File: src/rtl/exe_pkg.sv
// ---------------------------------------------------------------------------
// exe_pkg
// Shared definitions for the execute stage: bus widths, bit positions inside
// the div_op / st_op / load-type vectors, divider state encoding and the
// store byte-enable helper.
// ---------------------------------------------------------------------------
package exe_pkg;

    localparam int ES_RF_ZIP_W = 39;
    localparam int LD_ZIP_W    = 5;
    localparam int DIV_STEPS   = 32;

    // ds_div_op = {div_w, div_wu, mod_w, mod_wu}
    localparam int DIV_W_BIT  = 3;
    localparam int DIV_WU_BIT = 2;
    localparam int MOD_W_BIT  = 1;
    localparam int MOD_WU_BIT = 0;

    // ds_st_op = {st_b, st_h, st_w}
    localparam int ST_B_BIT = 2;
    localparam int ST_H_BIT = 1;
    localparam int ST_W_BIT = 0;

    typedef enum logic [1:0] {
        DIV_IDLE = 2'd0,
        DIV_BUSY = 2'd1,
        DIV_DONE = 2'd2
    } div_state_t;

    // Byte lanes touched by a store; low address bits below the access size
    // are ignored (no misalignment detection).
    function automatic logic [3:0] st_byte_en(input logic [2:0] st_op,
                                              input logic [1:0] addr_lo);
        logic [3:0] mask;
        mask = 4'b0000;
        if (st_op[ST_B_BIT])
            mask = 4'b0001 << addr_lo;
        else if (st_op[ST_H_BIT])
            mask = 4'b0011 << {addr_lo[1], 1'b0};
        else if (st_op[ST_W_BIT])
            mask = 4'b1111;
        return mask;
    endfunction

endpackage

File: src/rtl/exe_stage_if.sv
// ---------------------------------------------------------------------------
// exe_stage_if
// Decode -> execute handshake and operand bus.
//   master : decode side (drives valid and the decoded fields, reads allowin)
//   slave  : execute side (reads the fields, drives es_allowin)
// ---------------------------------------------------------------------------
interface exe_stage_if;
    import exe_pkg::*;

    logic                ds2es_valid;
    logic                es_allowin;
    logic [31:0]         ds_pc;
    logic [11:0]         ds_alu_op;
    logic [31:0]         ds_alu_src1;
    logic [31:0]         ds_alu_src2;
    logic [3:0]          ds_div_op;
    logic                ds_res_from_mem;
    logic                ds_rf_we;
    logic [4:0]          ds_rf_waddr;
    logic [LD_ZIP_W-1:0] ds_ld_inst_zip;
    logic [2:0]          ds_st_op;
    logic [31:0]         ds_st_data;

    modport master (
        output ds2es_valid, ds_pc, ds_alu_op, ds_alu_src1, ds_alu_src2,
               ds_div_op, ds_res_from_mem, ds_rf_we, ds_rf_waddr,
               ds_ld_inst_zip, ds_st_op, ds_st_data,
        input  es_allowin
    );

    modport slave (
        input  ds2es_valid, ds_pc, ds_alu_op, ds_alu_src1, ds_alu_src2,
               ds_div_op, ds_res_from_mem, ds_rf_we, ds_rf_waddr,
               ds_ld_inst_zip, ds_st_op, ds_st_data,
        output es_allowin
    );
endinterface

File: src/rtl/alu.sv
// ---------------------------------------------------------------------------
// alu
// Combinational ALU with a 12-bit one-hot operation select.
//   alu_op bit: 0 add, 1 sub, 2 slt, 3 sltu, 4 and, 5 nor, 6 or, 7 xor,
//               8 sll, 9 srl, 10 sra, 11 lui (passes src2)
// Ports: alu_op, alu_src1, alu_src2 in; alu_result out.
// ---------------------------------------------------------------------------
module alu (
    input  logic [11:0] alu_op,
    input  logic [31:0] alu_src1,
    input  logic [31:0] alu_src2,
    output logic [31:0] alu_result
);

    logic [31:0] adder_b;
    logic        adder_cin;
    logic [32:0] adder_full;
    logic        slt_res;
    logic        sltu_res;

    // sub/slt/sltu all use src1 + ~src2 + 1
    assign adder_cin  = alu_op[1] | alu_op[2] | alu_op[3];
    assign adder_b    = adder_cin ? ~alu_src2 : alu_src2;
    assign adder_full = {1'b0, alu_src1} + {1'b0, adder_b} + {32'd0, adder_cin};

    assign slt_res  = (alu_src1[31] & ~alu_src2[31])
                    | (~(alu_src1[31] ^ alu_src2[31]) & adder_full[31]);
    assign sltu_res = ~adder_full[32];

    assign alu_result =
          ({32{alu_op[0] | alu_op[1]}} & adder_full[31:0])
        | ({32{alu_op[2]}}  & {31'd0, slt_res})
        | ({32{alu_op[3]}}  & {31'd0, sltu_res})
        | ({32{alu_op[4]}}  & (alu_src1 & alu_src2))
        | ({32{alu_op[5]}}  & ~(alu_src1 | alu_src2))
        | ({32{alu_op[6]}}  & (alu_src1 | alu_src2))
        | ({32{alu_op[7]}}  & (alu_src1 ^ alu_src2))
        | ({32{alu_op[8]}}  & (alu_src1 << alu_src2[4:0]))
        | ({32{alu_op[9]}}  & (alu_src1 >> alu_src2[4:0]))
        | ({32{alu_op[10]}} & $unsigned($signed(alu_src1) >>> alu_src2[4:0]))
        | ({32{alu_op[11]}} & alu_src2);

endmodule

File: src/rtl/div_iter.sv
// ---------------------------------------------------------------------------
// div_iter
// Iterative restoring divider, one quotient bit per cycle.
// Works on magnitudes; signs are reapplied on the outputs.
// Ports: clk, resetn, start, signed_op, dividend, divisor, ack in;
//        done, quotient, remainder out.
// ---------------------------------------------------------------------------
module div_iter
    import exe_pkg::*;
(
    input  logic        clk,
    input  logic        resetn,
    input  logic        start,
    input  logic        signed_op,
    input  logic [31:0] dividend,
    input  logic [31:0] divisor,
    input  logic        ack,
    output logic        done,
    output logic [31:0] quotient,
    output logic [31:0] remainder
);

    div_state_t  state;
    div_state_t  next_state;
    logic [4:0]  cnt;
    logic [31:0] rem_r;
    logic [31:0] quo_r;
    logic [31:0] dsr_r;
    logic        q_neg;
    logic        r_neg;
    logic [31:0] dvd_abs;
    logic [31:0] dsr_abs;
    logic [33:0] trial;

    assign dvd_abs = (signed_op && dividend[31]) ? -dividend : dividend;
    assign dsr_abs = (signed_op && divisor[31])  ? -divisor  : divisor;

    // 34 bits so the sign of the trial subtraction is always visible
    assign trial = {1'b0, rem_r, quo_r[31]} - {2'b00, dsr_r};

    always_ff @(posedge clk or negedge resetn) begin
        if (!resetn)
            state <= DIV_IDLE;
        else
            state <= next_state;
    end

    always_comb begin
        next_state = state;
        case (state)
            DIV_IDLE: if (start) next_state = DIV_BUSY;
            DIV_BUSY: if (cnt == 5'(DIV_STEPS - 1)) next_state = DIV_DONE;
            DIV_DONE: if (ack) next_state = DIV_IDLE;
            default:  next_state = DIV_IDLE;
        endcase
    end

    // A zero divisor makes every trial succeed, which naturally yields
    // an all-ones magnitude quotient and leaves the dividend as remainder.
    always_ff @(posedge clk or negedge resetn) begin
        if (!resetn) begin
            cnt   <= 5'd0;
            rem_r <= 32'd0;
            quo_r <= 32'd0;
            dsr_r <= 32'd0;
            q_neg <= 1'b0;
            r_neg <= 1'b0;
        end else if (state == DIV_IDLE && start) begin
            cnt   <= 5'd0;
            rem_r <= 32'd0;
            quo_r <= dvd_abs;
            dsr_r <= dsr_abs;
            q_neg <= signed_op & (dividend[31] ^ divisor[31]);
            r_neg <= signed_op & dividend[31];
        end else if (state == DIV_BUSY) begin
            cnt <= cnt + 5'd1;
            if (!trial[33]) begin
                rem_r <= trial[31:0];
                quo_r <= {quo_r[30:0], 1'b1};
            end else begin
                rem_r <= {rem_r[30:0], quo_r[31]};
                quo_r <= {quo_r[30:0], 1'b0};
            end
        end
    end

    assign done      = (state == DIV_DONE);
    assign quotient  = q_neg ? -quo_r : quo_r;
    assign remainder = r_neg ? -rem_r : rem_r;

endmodule

File: src/rtl/exe_stage.sv
// ---------------------------------------------------------------------------
// exe_stage
// Execute stage of the 5-stage pipeline: latches decoded operands, runs the
// ALU or the iterative divider, issues the data-SRAM request and packs the
// buses for the memory stage and the forwarding path.
// Ports:
//   clk, resetn           clock, async active-low reset
//   ds_if (slave)         decode handshake + operand bus
//   ms_allowin            memory stage ready
//   es2ms_valid, es_rf_zip, es_ld_inst_zip, es_pc   to memory stage
//   es_fwd_zip            to decode (forwarding / load-use)
//   data_sram_*           data SRAM request
// ---------------------------------------------------------------------------
module exe_stage
    import exe_pkg::*;
(
    input  logic                   clk,
    input  logic                   resetn,
    exe_stage_if.slave             ds_if,
    input  logic                   ms_allowin,
    output logic                   es2ms_valid,
    output logic [ES_RF_ZIP_W-1:0] es_rf_zip,
    output logic [LD_ZIP_W-1:0]    es_ld_inst_zip,
    output logic [31:0]            es_pc,
    output logic [ES_RF_ZIP_W-1:0] es_fwd_zip,
    output logic                   data_sram_en,
    output logic [3:0]             data_sram_we,
    output logic [31:0]            data_sram_addr,
    output logic [31:0]            data_sram_wdata
);

    logic        es_valid;
    logic        es_ready_go;
    logic        es_allowin;
    logic [11:0] es_alu_op;
    logic [31:0] es_alu_src1;
    logic [31:0] es_alu_src2;
    logic [3:0]  es_div_op;
    logic        es_res_from_mem;
    logic        es_rf_we;
    logic [4:0]  es_rf_waddr;
    logic [2:0]  es_st_op;
    logic [31:0] es_st_data;

    logic        is_div;
    logic        div_done;
    logic        div_start;
    logic        div_ack;
    logic [31:0] div_quotient;
    logic [31:0] div_remainder;
    logic [31:0] alu_result;
    logic [31:0] es_result;

    assign is_div      = |es_div_op;
    assign es_ready_go = ~is_div | div_done;
    assign es_allowin  = ~es_valid | (es_ready_go & ms_allowin);
    assign es2ms_valid = es_valid & es_ready_go;
    assign ds_if.es_allowin = es_allowin;

    // Stage valid bit: refilled from decode whenever the slot frees up
    always_ff @(posedge clk or negedge resetn) begin
        if (!resetn)
            es_valid <= 1'b0;
        else if (es_allowin)
            es_valid <= ds_if.ds2es_valid;
    end

    // Instruction fields are captured only on an actual transfer
    always_ff @(posedge clk or negedge resetn) begin
        if (!resetn) begin
            es_pc           <= 32'd0;
            es_alu_op       <= 12'd0;
            es_alu_src1     <= 32'd0;
            es_alu_src2     <= 32'd0;
            es_div_op       <= 4'd0;
            es_res_from_mem <= 1'b0;
            es_rf_we        <= 1'b0;
            es_rf_waddr     <= 5'd0;
            es_ld_inst_zip  <= '0;
            es_st_op        <= 3'd0;
            es_st_data      <= 32'd0;
        end else if (ds_if.ds2es_valid && es_allowin) begin
            es_pc           <= ds_if.ds_pc;
            es_alu_op       <= ds_if.ds_alu_op;
            es_alu_src1     <= ds_if.ds_alu_src1;
            es_alu_src2     <= ds_if.ds_alu_src2;
            es_div_op       <= ds_if.ds_div_op;
            es_res_from_mem <= ds_if.ds_res_from_mem;
            es_rf_we        <= ds_if.ds_rf_we;
            es_rf_waddr     <= ds_if.ds_rf_waddr;
            es_ld_inst_zip  <= ds_if.ds_ld_inst_zip;
            es_st_op        <= ds_if.ds_st_op;
            es_st_data      <= ds_if.ds_st_data;
        end
    end

    alu u_alu (
        .alu_op     (es_alu_op),
        .alu_src1   (es_alu_src1),
        .alu_src2   (es_alu_src2),
        .alu_result (alu_result)
    );

    // start is suppressed once done so a stalled result is not recomputed
    assign div_start = es_valid & is_div & ~div_done;
    assign div_ack   = es_valid & es_ready_go & ms_allowin;

    div_iter u_div (
        .clk       (clk),
        .resetn    (resetn),
        .start     (div_start),
        .signed_op (es_div_op[DIV_W_BIT] | es_div_op[MOD_W_BIT]),
        .dividend  (es_alu_src1),
        .divisor   (es_alu_src2),
        .ack       (div_ack),
        .done      (div_done),
        .quotient  (div_quotient),
        .remainder (div_remainder)
    );

    always_comb begin
        es_result = alu_result;
        if (es_div_op[DIV_W_BIT] | es_div_op[DIV_WU_BIT])
            es_result = div_quotient;
        else if (es_div_op[MOD_W_BIT] | es_div_op[MOD_WU_BIT])
            es_result = div_remainder;
    end

    assign es_rf_zip  = {es_res_from_mem, es_rf_we, es_rf_waddr, es_result};
    assign es_fwd_zip = {es_valid & es_res_from_mem, es_valid & es_rf_we,
                         es_rf_waddr, es_result};

    // The request leaves with the instruction so read data lands in MEM
    assign data_sram_en   = es_valid & es_ready_go & ms_allowin
                          & (es_res_from_mem | (|es_st_op));
    assign data_sram_we   = data_sram_en ? st_byte_en(es_st_op, alu_result[1:0]) : 4'b0000;
    assign data_sram_addr = alu_result;

    always_comb begin
        data_sram_wdata = es_st_data;
        if (es_st_op[ST_B_BIT])
            data_sram_wdata = {4{es_st_data[7:0]}};
        else if (es_st_op[ST_H_BIT])
            data_sram_wdata = {2{es_st_data[15:0]}};
    end

endmodule

File: src/flat_wrapper.sv
// flat-port wrapper written by rule: the top's interface ports become plain ports
module exe_stage_flat import exe_pkg::*;
  (clk, resetn, ms_allowin, es2ms_valid, es_rf_zip, es_ld_inst_zip, es_pc, es_fwd_zip, data_sram_en, data_sram_we, data_sram_addr, data_sram_wdata, ds_if_ds2es_valid, ds_if_ds_pc, ds_if_ds_alu_op, ds_if_ds_alu_src1, ds_if_ds_alu_src2, ds_if_ds_div_op, ds_if_ds_res_from_mem, ds_if_ds_rf_we, ds_if_ds_rf_waddr, ds_if_ds_ld_inst_zip, ds_if_ds_st_op, ds_if_ds_st_data, ds_if_es_allowin);
  exe_stage_if ds_if_i ();
  input  logic clk;
  input  logic resetn;
  input  logic ms_allowin;
  output logic es2ms_valid;
  output logic [ES_RF_ZIP_W-1:0] es_rf_zip;
  output logic [LD_ZIP_W-1:0] es_ld_inst_zip;
  output logic [31:0] es_pc;
  output logic [ES_RF_ZIP_W-1:0] es_fwd_zip;
  output logic data_sram_en;
  output logic [3:0] data_sram_we;
  output logic [31:0] data_sram_addr;
  output logic [31:0] data_sram_wdata;
  input wire logic [$bits(ds_if_i.ds2es_valid)-1:0] ds_if_ds2es_valid;
  input wire logic [$bits(ds_if_i.ds_pc)-1:0] ds_if_ds_pc;
  input wire logic [$bits(ds_if_i.ds_alu_op)-1:0] ds_if_ds_alu_op;
  input wire logic [$bits(ds_if_i.ds_alu_src1)-1:0] ds_if_ds_alu_src1;
  input wire logic [$bits(ds_if_i.ds_alu_src2)-1:0] ds_if_ds_alu_src2;
  input wire logic [$bits(ds_if_i.ds_div_op)-1:0] ds_if_ds_div_op;
  input wire logic [$bits(ds_if_i.ds_res_from_mem)-1:0] ds_if_ds_res_from_mem;
  input wire logic [$bits(ds_if_i.ds_rf_we)-1:0] ds_if_ds_rf_we;
  input wire logic [$bits(ds_if_i.ds_rf_waddr)-1:0] ds_if_ds_rf_waddr;
  input wire logic [$bits(ds_if_i.ds_ld_inst_zip)-1:0] ds_if_ds_ld_inst_zip;
  input wire logic [$bits(ds_if_i.ds_st_op)-1:0] ds_if_ds_st_op;
  input wire logic [$bits(ds_if_i.ds_st_data)-1:0] ds_if_ds_st_data;
  output wire logic [$bits(ds_if_i.es_allowin)-1:0] ds_if_es_allowin;
  assign ds_if_i.ds2es_valid = ds_if_ds2es_valid;
  assign ds_if_i.ds_pc = ds_if_ds_pc;
  assign ds_if_i.ds_alu_op = ds_if_ds_alu_op;
  assign ds_if_i.ds_alu_src1 = ds_if_ds_alu_src1;
  assign ds_if_i.ds_alu_src2 = ds_if_ds_alu_src2;
  assign ds_if_i.ds_div_op = ds_if_ds_div_op;
  assign ds_if_i.ds_res_from_mem = ds_if_ds_res_from_mem;
  assign ds_if_i.ds_rf_we = ds_if_ds_rf_we;
  assign ds_if_i.ds_rf_waddr = ds_if_ds_rf_waddr;
  assign ds_if_i.ds_ld_inst_zip = ds_if_ds_ld_inst_zip;
  assign ds_if_i.ds_st_op = ds_if_ds_st_op;
  assign ds_if_i.ds_st_data = ds_if_ds_st_data;
  assign ds_if_es_allowin = ds_if_i.es_allowin;
  exe_stage u_core (.clk(clk), .resetn(resetn), .ds_if(ds_if_i), .ms_allowin(ms_allowin), .es2ms_valid(es2ms_valid), .es_rf_zip(es_rf_zip), .es_ld_inst_zip(es_ld_inst_zip), .es_pc(es_pc), .es_fwd_zip(es_fwd_zip), .data_sram_en(data_sram_en), .data_sram_we(data_sram_we), .data_sram_addr(data_sram_addr), .data_sram_wdata(data_sram_wdata));
endmodule
File: config.mk
export PLATFORM = sky130hd
export DESIGN_NAME = exe_stage_flat
export DESIGN_NICKNAME = d
export VERILOG_FILES = /design/src/rtl/exe_pkg.sv /design/src/rtl/exe_stage_if.sv /design/src/rtl/alu.sv /design/src/rtl/div_iter.sv /design/src/rtl/exe_stage.sv /design/src/flat_wrapper.sv
export SDC_FILE = /design/constraint.sdc
export NUM_CORES = 1
export LEC_CHECK = 0
export BUFFER_PORTS_ARGS = -buffer_cell sky130_fd_sc_hd__buf_4
export CAP_MARGIN = 30
export CORE_ASPECT_RATIO = 1.5
export CORE_UTILIZATION = 55
export DETAILED_ROUTE_END_ITERATION = 8
export PLACE_DENSITY = 0.78
export SLEW_MARGIN = 20
export SYNTH_ARGS = -nofsm -noshare
export SYNTH_HDL_FRONTEND = slang
export SYNTH_HIERARCHICAL = 1
export SYNTH_SLANG_ARGS = --single-unit
File: constraint.sdc
create_clock -name clk -period 13.1 [get_ports clk]
set_input_delay 1.965 -clock clk [delete_from_list [all_inputs] [get_ports clk]]
set_output_delay 1.965 -clock clk [all_outputs]
set_load 0.01 [all_outputs]
==> run summary, run 1 <==
Post CTS Setup Buffer Count = 0
ys flop type = dfrtp_1
most frequent cells in the layout = 403 x buf_4, 302 x nand2_1, 262 x dfrtp_1, 238 x o21ai_0, 183 x nor2_1
synth unique cells = 84
Worst Max-Slew Pin Slew = 1.13 ns
Seq cells post-synth = 265
Layout Nets = 3256
total grt overflow = 0
DPL Wire Length = 77.4 mm
share of layout cells above drive strength 1 = 0.242
DRT antenna net count = 0
Crit Path Category = register to output port
cell area after synthesis = 24600 sq um
Final period util = 0.581
Fmax = 131 MHz
sequential fraction of the synthesis area = 0.270
type of the tightest min-delay check = register to register
Clock transition at path regs = 0.07 ns
slew margin rel. = 0.247
Critical Path Sink Type = output port
CP startpoint kind = register
drc violations = 0
die height = 261 um
Clock Sinks = 265
fraction of registers with async set or reset after synthesis = 1.00
Final min period = 7.62 ns
commonest non-fill, non-tap cell in the layout = buf_4
number of synthesized flops with an enable pin = 0
Setup violations, final = 0
core region area = 44000 sq um
global-route wire length before repair = 150 mm
CTS tree = yes
vias in the first global route = 23700
Fillers = 3661
Root Driver = clkbuf_16
final instance area = 28300 sq um
Slew Limit Fails = 0
IO Port Bufs = 348
Synthesis Warnings = 6
placed instance area = 27200 sq um
RSZ-0062 raised after global routing = false
Req. time, crit path = 11.14 ns
Clock Latency Late Sink = 0.58 ns
clock tree buffer depth = 3
Met3 Wirelength = 9.00 mm
CTS buffer count = 27
wl on met1 = 35.1 mm
initial antenna violation count = 3
Max Cap Viol = 0
Post-Route WL = 104 mm
syn_area_per_cell = 8.98 sq um
hold-fix buffer count after cts = 0
CP Max Fanout = 50
Site Rows = 94
Die W = 175 um
H-tree levels = 1
worst hold slack = 0.484 ns
syn nets = 3034
vias after detailed routing = 24200
met2 wire len = 49.4 mm
status = finished, final reports clean
post-cts gate resize count = 0
largest net degree at the start of global routing = 90
aggregate global-route resource usage = 0.444
die area = 45500 sq um
Iter 0 DRT Violations = 3308
post-synthesis cell count = 2734
initial core utilization = 0.558
DR WL/cell = 29.3 um
Crit path arrival time = 5.65 ns
Area growth, synth to finish = 15.2%
Pre-antenna DRT Iters = 7
GPL Wtd Cong = 1.09
Max Used Layer = met5
Ports = 349
Avg Vias per Cell = 6.81
Final Hold Vio Count = 0
final clock skew = 0.0147 ns
TNS Setup = 0 ns
[cell families (layout without fill, tap and decap cells)]
group	Yosys count	after routing	share of synthesized area
and+or+nand+nor	731	731	0.135
AOI/OAI and AO/OA	683	683	0.181
muxes	367	367	0.204
buffers and inverters	355	595	0.0687
DFF	265	265	0.270
xor gates and xnor gates	196	196	0.0699
adders and majority gates	137	137	0.0704
other	0	3	0
[cell type report]
| class | instances | area, sq um | area share |
|---|---|---|---|
| Antenna cell | 3 | 7.51 | 0.000265 |
| Clock buffer | 35 | 756 | 0.0267 |
| Clock inverter | 12 | 183 | 0.00646 |
| Inverter | 139 | 522 | 0.0184 |
| Multi-Input combinational cell | 2114 | 16300 | 0.576 |
| Sequential cell | 265 | 6640 | 0.235 |
| Tap cell | 576 | 721 | 0.0255 |
| Timing Repair Buffer | 409 | 3170 | 0.112 |
[registers in the layout (all words and copies together) (netlist names), 2 cells and up]
signal	cells
u_core/es_div_op	4
u_core/es_alu_src1	32
u_core/es_alu_op	12
u_core/es_rf_waddr	5
u_core/u_div/quo_r	32
u_core/es_st_data	32
u_core/es_pc	32
u_core/u_div/state	2
u_core/u_div/dsr_r	32
u_core/es_ld_inst_zip	5
u_core/u_div/rem_r	32
u_core/es_alu_src2	32
u_core/es_st_op	3
u_core/u_div/cnt	5
[final timing paths]
check / start / endpoint / slack (ns) / cells past startpoint
worst max-delay path: u_core/es_alu_src2[3]$_DFFE_PN0P_ / es_fwd_zip[14] / 5.48 / 11
worst min-delay path: u_core/u_div/dsr_r[29]$_DFFE_PN0P_ / u_core/u_div/dsr_r[29]$_DFFE_PN0P_ / 0.48 / 2
worst max register to register: u_core/u_div/dsr_r[1]$_DFFE_PN0P_ / u_core/u_div/rem_r[25]$_DFFE_PN0P_ / 8.81 / 12
worst min register to register: u_core/u_div/dsr_r[29]$_DFFE_PN0P_ / u_core/u_div/dsr_r[29]$_DFFE_PN0P_ / 0.48 / 2
max in group asynchronous: resetn / u_core/u_div/dsr_r[1]$_DFFE_PN0P_ / 9.98 / 4
min in group asynchronous: resetn / u_core/es_alu_src1[30]$_DFFE_PN0P_ / 1.33 / 1
[synthesized netlist by cell type, drive strengths merged, types with 13 or more instances]
library cell | n | area [sq um]
or4 | 19 | 154
a211oi | 20 | 150
ha | 135 | 1690
a21oi | 113 | 566
xnor2 | 134 | 1170
nand4 | 13 | 81.3
inv | 137 | 514
a31oi | 50 | 313
xor2 | 62 | 543
nor4 | 14 | 109
nor3 | 46 | 253
o22ai | 13 | 81.3
nand3 | 54 | 270
a222oi | 31 | 310
dfrtp | 265 | 6630
and3 | 15 | 93.8
nor2 | 186 | 698
o41ai | 18 | 191
a221oi | 13 | 114
clkbuf | 109 | 409
a21o | 31 | 233
o31ai | 29 | 218
mux2 | 174 | 2360
nand2b | 14 | 87.6
mux4 | 58 | 1310
or3 | 13 | 81.3
nor2b | 15 | 93.8
nand2 | 303 | 1140
o21ai | 243 | 1220
buf | 107 | 756
and2 | 17 | 106
mux2i | 135 | 1350
[metal layers]
| layer | GRT usage | vias to the layer above |
|---|---|---|
| li1 | - | 10300 |
| met1 | 0.480 | 11700 |
| met3 | 0.0829 | 475 |
| met4 | 0.393 | 2 |
| met2 | 0.747 | 1674 |
| met5 | 0 | - |
[worst max-delay path, cell delays in order (launching register included)]
cell	delay, ns
dfrtp_2	0.71
buf_4	0.44
nor2_1	0.87
nand2_1	0.21
nor2_1	0.18
mux2i_1	0.27
o21ai_0	0.30
a221oi_1	0.55
o21ai_0	0.38
mux2i_1	0.58
o21ai_0	0.32
buf_4	0.23
[through the flow]
stage / utilization / cells / setup slack, ns
floorplan: - / 2734 / 6.90
global placement: 0.619 / 3498 / 6.38
detailed placement: 0.619 / 3498 / 6.30
CTS: 0.640 / 3545 / 5.67
global route: 0.643 / 3552 / 5.31
finish: 0.643 / 3553 / 5.48
Power of run 1 is left out: the tool's default activity adds up to more than one toggle a clock period on the data nets, which glitch-free logic cannot reach.
==> run 2: changes to the inputs <==
--- a/config.mk
+++ b/config.mk
@@ -8,9 +8,9 @@
 export BUFFER_PORTS_ARGS = -buffer_cell sky130_fd_sc_hd__buf_4
 export CAP_MARGIN = 30
 export CORE_ASPECT_RATIO = 1.5
-export CORE_UTILIZATION = 55
+export CORE_UTILIZATION = 54
 export DETAILED_ROUTE_END_ITERATION = 8
-export PLACE_DENSITY = 0.78
+export PLACE_DENSITY = 0.8
 export SLEW_MARGIN = 20
 export SYNTH_ARGS = -nofsm -noshare
 export SYNTH_HDL_FRONTEND = slang
==> constraint.sdc (replaced) <==
create_clock -name clk -period 7 [get_ports clk]
set_input_delay 1.05 -clock clk [delete_from_list [all_inputs] [get_ports clk]]
set_output_delay 1.05 -clock clk [all_outputs]
set_load 0.01 [all_outputs]
==> run 2 against run 1 <==
First-iteration DRC count decreased by 12%. Cell count increased by 0.65%. Die area increased by 1.8%. Worst hold slack got worse by 0.097 ns. Final area increased by 0.45%. Clock-buffer cell count increased by 5. Critical path depth increased by 2. Worst setup slack got worse by 5.0 ns. Core utilization decreased by 0.90 points. Critical path type unchanged. Largest cell class unchanged.
==> run summary, run 2 (same netlist as run 1, synthesis figures left out) <==
Post-Route WL = 106 mm (was 104 mm)
Critical Path Sink Type = output port (unchanged)
aggregate global-route resource usage = 0.448 (was 0.444)
# diodes = 0 (was 3)
H-tree levels = 1 (unchanged)
hold-fix buffer count after cts = 0 (unchanged)
Final Hold Vio Count = 0 (unchanged)
share of layout cells above drive strength 1 = 0.247 (was 0.242)
R2R Setup Slk = 2.66 ns (was 8.81 ns)
commonest non-fill, non-tap cell in the layout = buf_4 (unchanged)
Worst Max-Slew Pin Slew = 1.15 ns (was 1.13 ns)
most frequent cells in the layout = 413 x buf_4, 302 x nand2_1, 262 x dfrtp_1, 238 x o21ai_0, 182 x nor2_1 (was 403 x buf_4, 302 x nand2_1, 262 x dfrtp_1, 238 x o21ai_0, 183 x nor2_1)
global-route wire length before repair = 154 mm (was 150 mm)
Die W = 176 um (was 175 um)
Slew Limit Fails = 0 (unchanged)
Layout Nets = 3272 (was 3256)
area occupied by multi-input gates = 16300 sq um (about the same)
CTS tree = yes (unchanged)
RSZ-0062 raised after global routing = false (unchanged)
Fmax = 153 MHz
Max Cap Viol = 0 (unchanged)
vias in the first global route = 24100 (was 23700)
vias after detailed routing = 24100 (was 24200)
type of the tightest min-delay check = input pin to asynchronous set/reset pin (was register to register)
initial core utilization = 0.548 (was 0.558)
drc violations = 0 (unchanged)
Crit. Startpoint = u_core/es_alu_src2[0]$_DFFE_PN0P_ (was u_core/es_alu_src2[3]$_DFFE_PN0P_)
CTS buffer count = 29 (was 27)
worst r2r path cells = 11 (was 12)
die height = 263 um (was 261 um)
Fillers = 3665 (was 3661)
final clock skew = 0.0193 ns (was 0.0147 ns)
Setup violations, final = 0 (unchanged)
worst hold slack = 0.387 ns (was 0.484 ns)
Clock transition at path regs = 0.07 ns (about the same)
Crit Path Category = register to output port (unchanged)
core region area = 44800 sq um (was 44000 sq um)
IO Port Bufs = 348 (unchanged)
DRT antenna net count = 0 (unchanged)
Final period util = 0.934
Avg Vias per Cell = 6.75 (was 6.81)
slew margin rel. = 0.233 (was 0.247)
CP Max Fanout = 27 (was 50)
post-cts gate resize count = 0 (unchanged)
Final min period = 6.54 ns
Iter 0 DRT Violations = 2915 (was 3308)
TNS Setup = 0 ns (unchanged)
Crit path arrival time = 5.49 ns (was 5.65 ns)
Clock Latency Late Sink = 0.61 ns (was 0.58 ns)
Area growth, synth to finish = 15.7% (was 15.2%)
initial antenna violation count = 3 (unchanged)
Req. time, crit path = 5.95 ns (was 11.14 ns)
DR WL/cell = 29.6 um (was 29.3 um)
total grt overflow = 0 (unchanged)
DPL Wire Length = 79.9 mm (was 77.4 mm)
worst r2r src = u_core/u_div/rem_r[0]$_DFFE_PN0P_ (was u_core/u_div/dsr_r[1]$_DFFE_PN0P_)
GPL Wtd Cong = 1.06 (was 1.09)
die area = 46300 sq um (was 45500 sq um)
largest net degree at the start of global routing = 114 (was 90)
Ports = 349 (unchanged)
Root Driver = clkbuf_16 (unchanged)
status = finished, final reports clean (unchanged)
final instance area = 28400 sq um (was 28300 sq um)
register area = 6640 sq um (unchanged)
Clock Sinks = 265 (unchanged)
RR Endpoint = u_core/u_div/quo_r[0]$_DFFE_PN0P_ (was u_core/u_div/rem_r[25]$_DFFE_PN0P_)
Site Rows = 95 (was 94)
Pre-antenna DRT Iters = 7 (unchanged)
worst setup path end = es_rf_zip[30] (was es_fwd_zip[14])
CP startpoint kind = register (unchanged)
Post CTS Setup Buffer Count = 0 (unchanged)
placed instance area = 27400 sq um (was 27200 sq um)
clock tree buffer depth = 3 (unchanged)
## run 2: cell types whose count changed in the layout (fill, tap and decap cells not counted), sizes merged
cell      previous run  this run
diode                3         0
clkinvlp             0         2
inv                140       141
clkbuf              35        40
buf                409       423
bufinv               4         2
## run 2: stage by stage
stage,util,setup WS (ns),cells
after floorplan,-,1.72,2734
after global placement,0.611,1.35,3519
after detailed placement,0.611,1.32,3520
after CTS,0.633,0.636,3573
after global routing,0.634,0.180,3576
final,0.634,0.465,3576
## run 2: critical path: stages, from the launching register on
cell	delay [ns]
dfrtp_4	0.72
clkinv_1	0.36
mux2i_1	0.21
fa_1	0.42
a21o_1	0.22
a221o_1	0.36
a21oi_1	0.36
o221ai_1	0.26
o221ai_1	0.29
nor2b_1	0.10
o311ai_1	0.56
mux2i_1	0.42
o21ai_0	0.38
buf_4	0.18
## run 2: routing by layer
metal / up-vias / share of wire / wire (um) / track usage
met1: 11800 / 0.34 / 36000 / 0.485
met2: 1459 / 0.48 / 50800 / 0.749
met3: 469 / 0.077 / 8160 / 0.0791
met4: 6 / 0.10 / 10900 / 0.390
li1: 10400 / - / - / -
met5: - / 0.00043 / 45 / 0
## run 2: final cells by class
class                      instances  area share
multi-input combinational       2114       0.573
sequential                       265       0.234
timing repair buffer             423       0.115
clock buffer                      40      0.0291
tap                              582      0.0256
inverter                         139      0.0184
clock inverter                    13     0.00524
## run 2: worst min path at each step
stage,cells after the start,to
3_3_place_gp,2,u_core/u_div/dsr_r[29]$_DFFE_PN0P_
3_5_place_dp,2,u_core/u_div/dsr_r[11]$_DFFE_PN0P_
4_1_cts,1,u_core/es_alu_op[10]$_DFFE_PN0P_
2_1_floorplan,1,u_core/u_div/cnt[3]$_DFFE_PN0P_
6_report,1,u_core/es_alu_op[10]$_DFFE_PN0P_
5_1_grt,1,u_core/es_alu_op[10]$_DFFE_PN0P_
Power of run 2 is left out for the same reason.
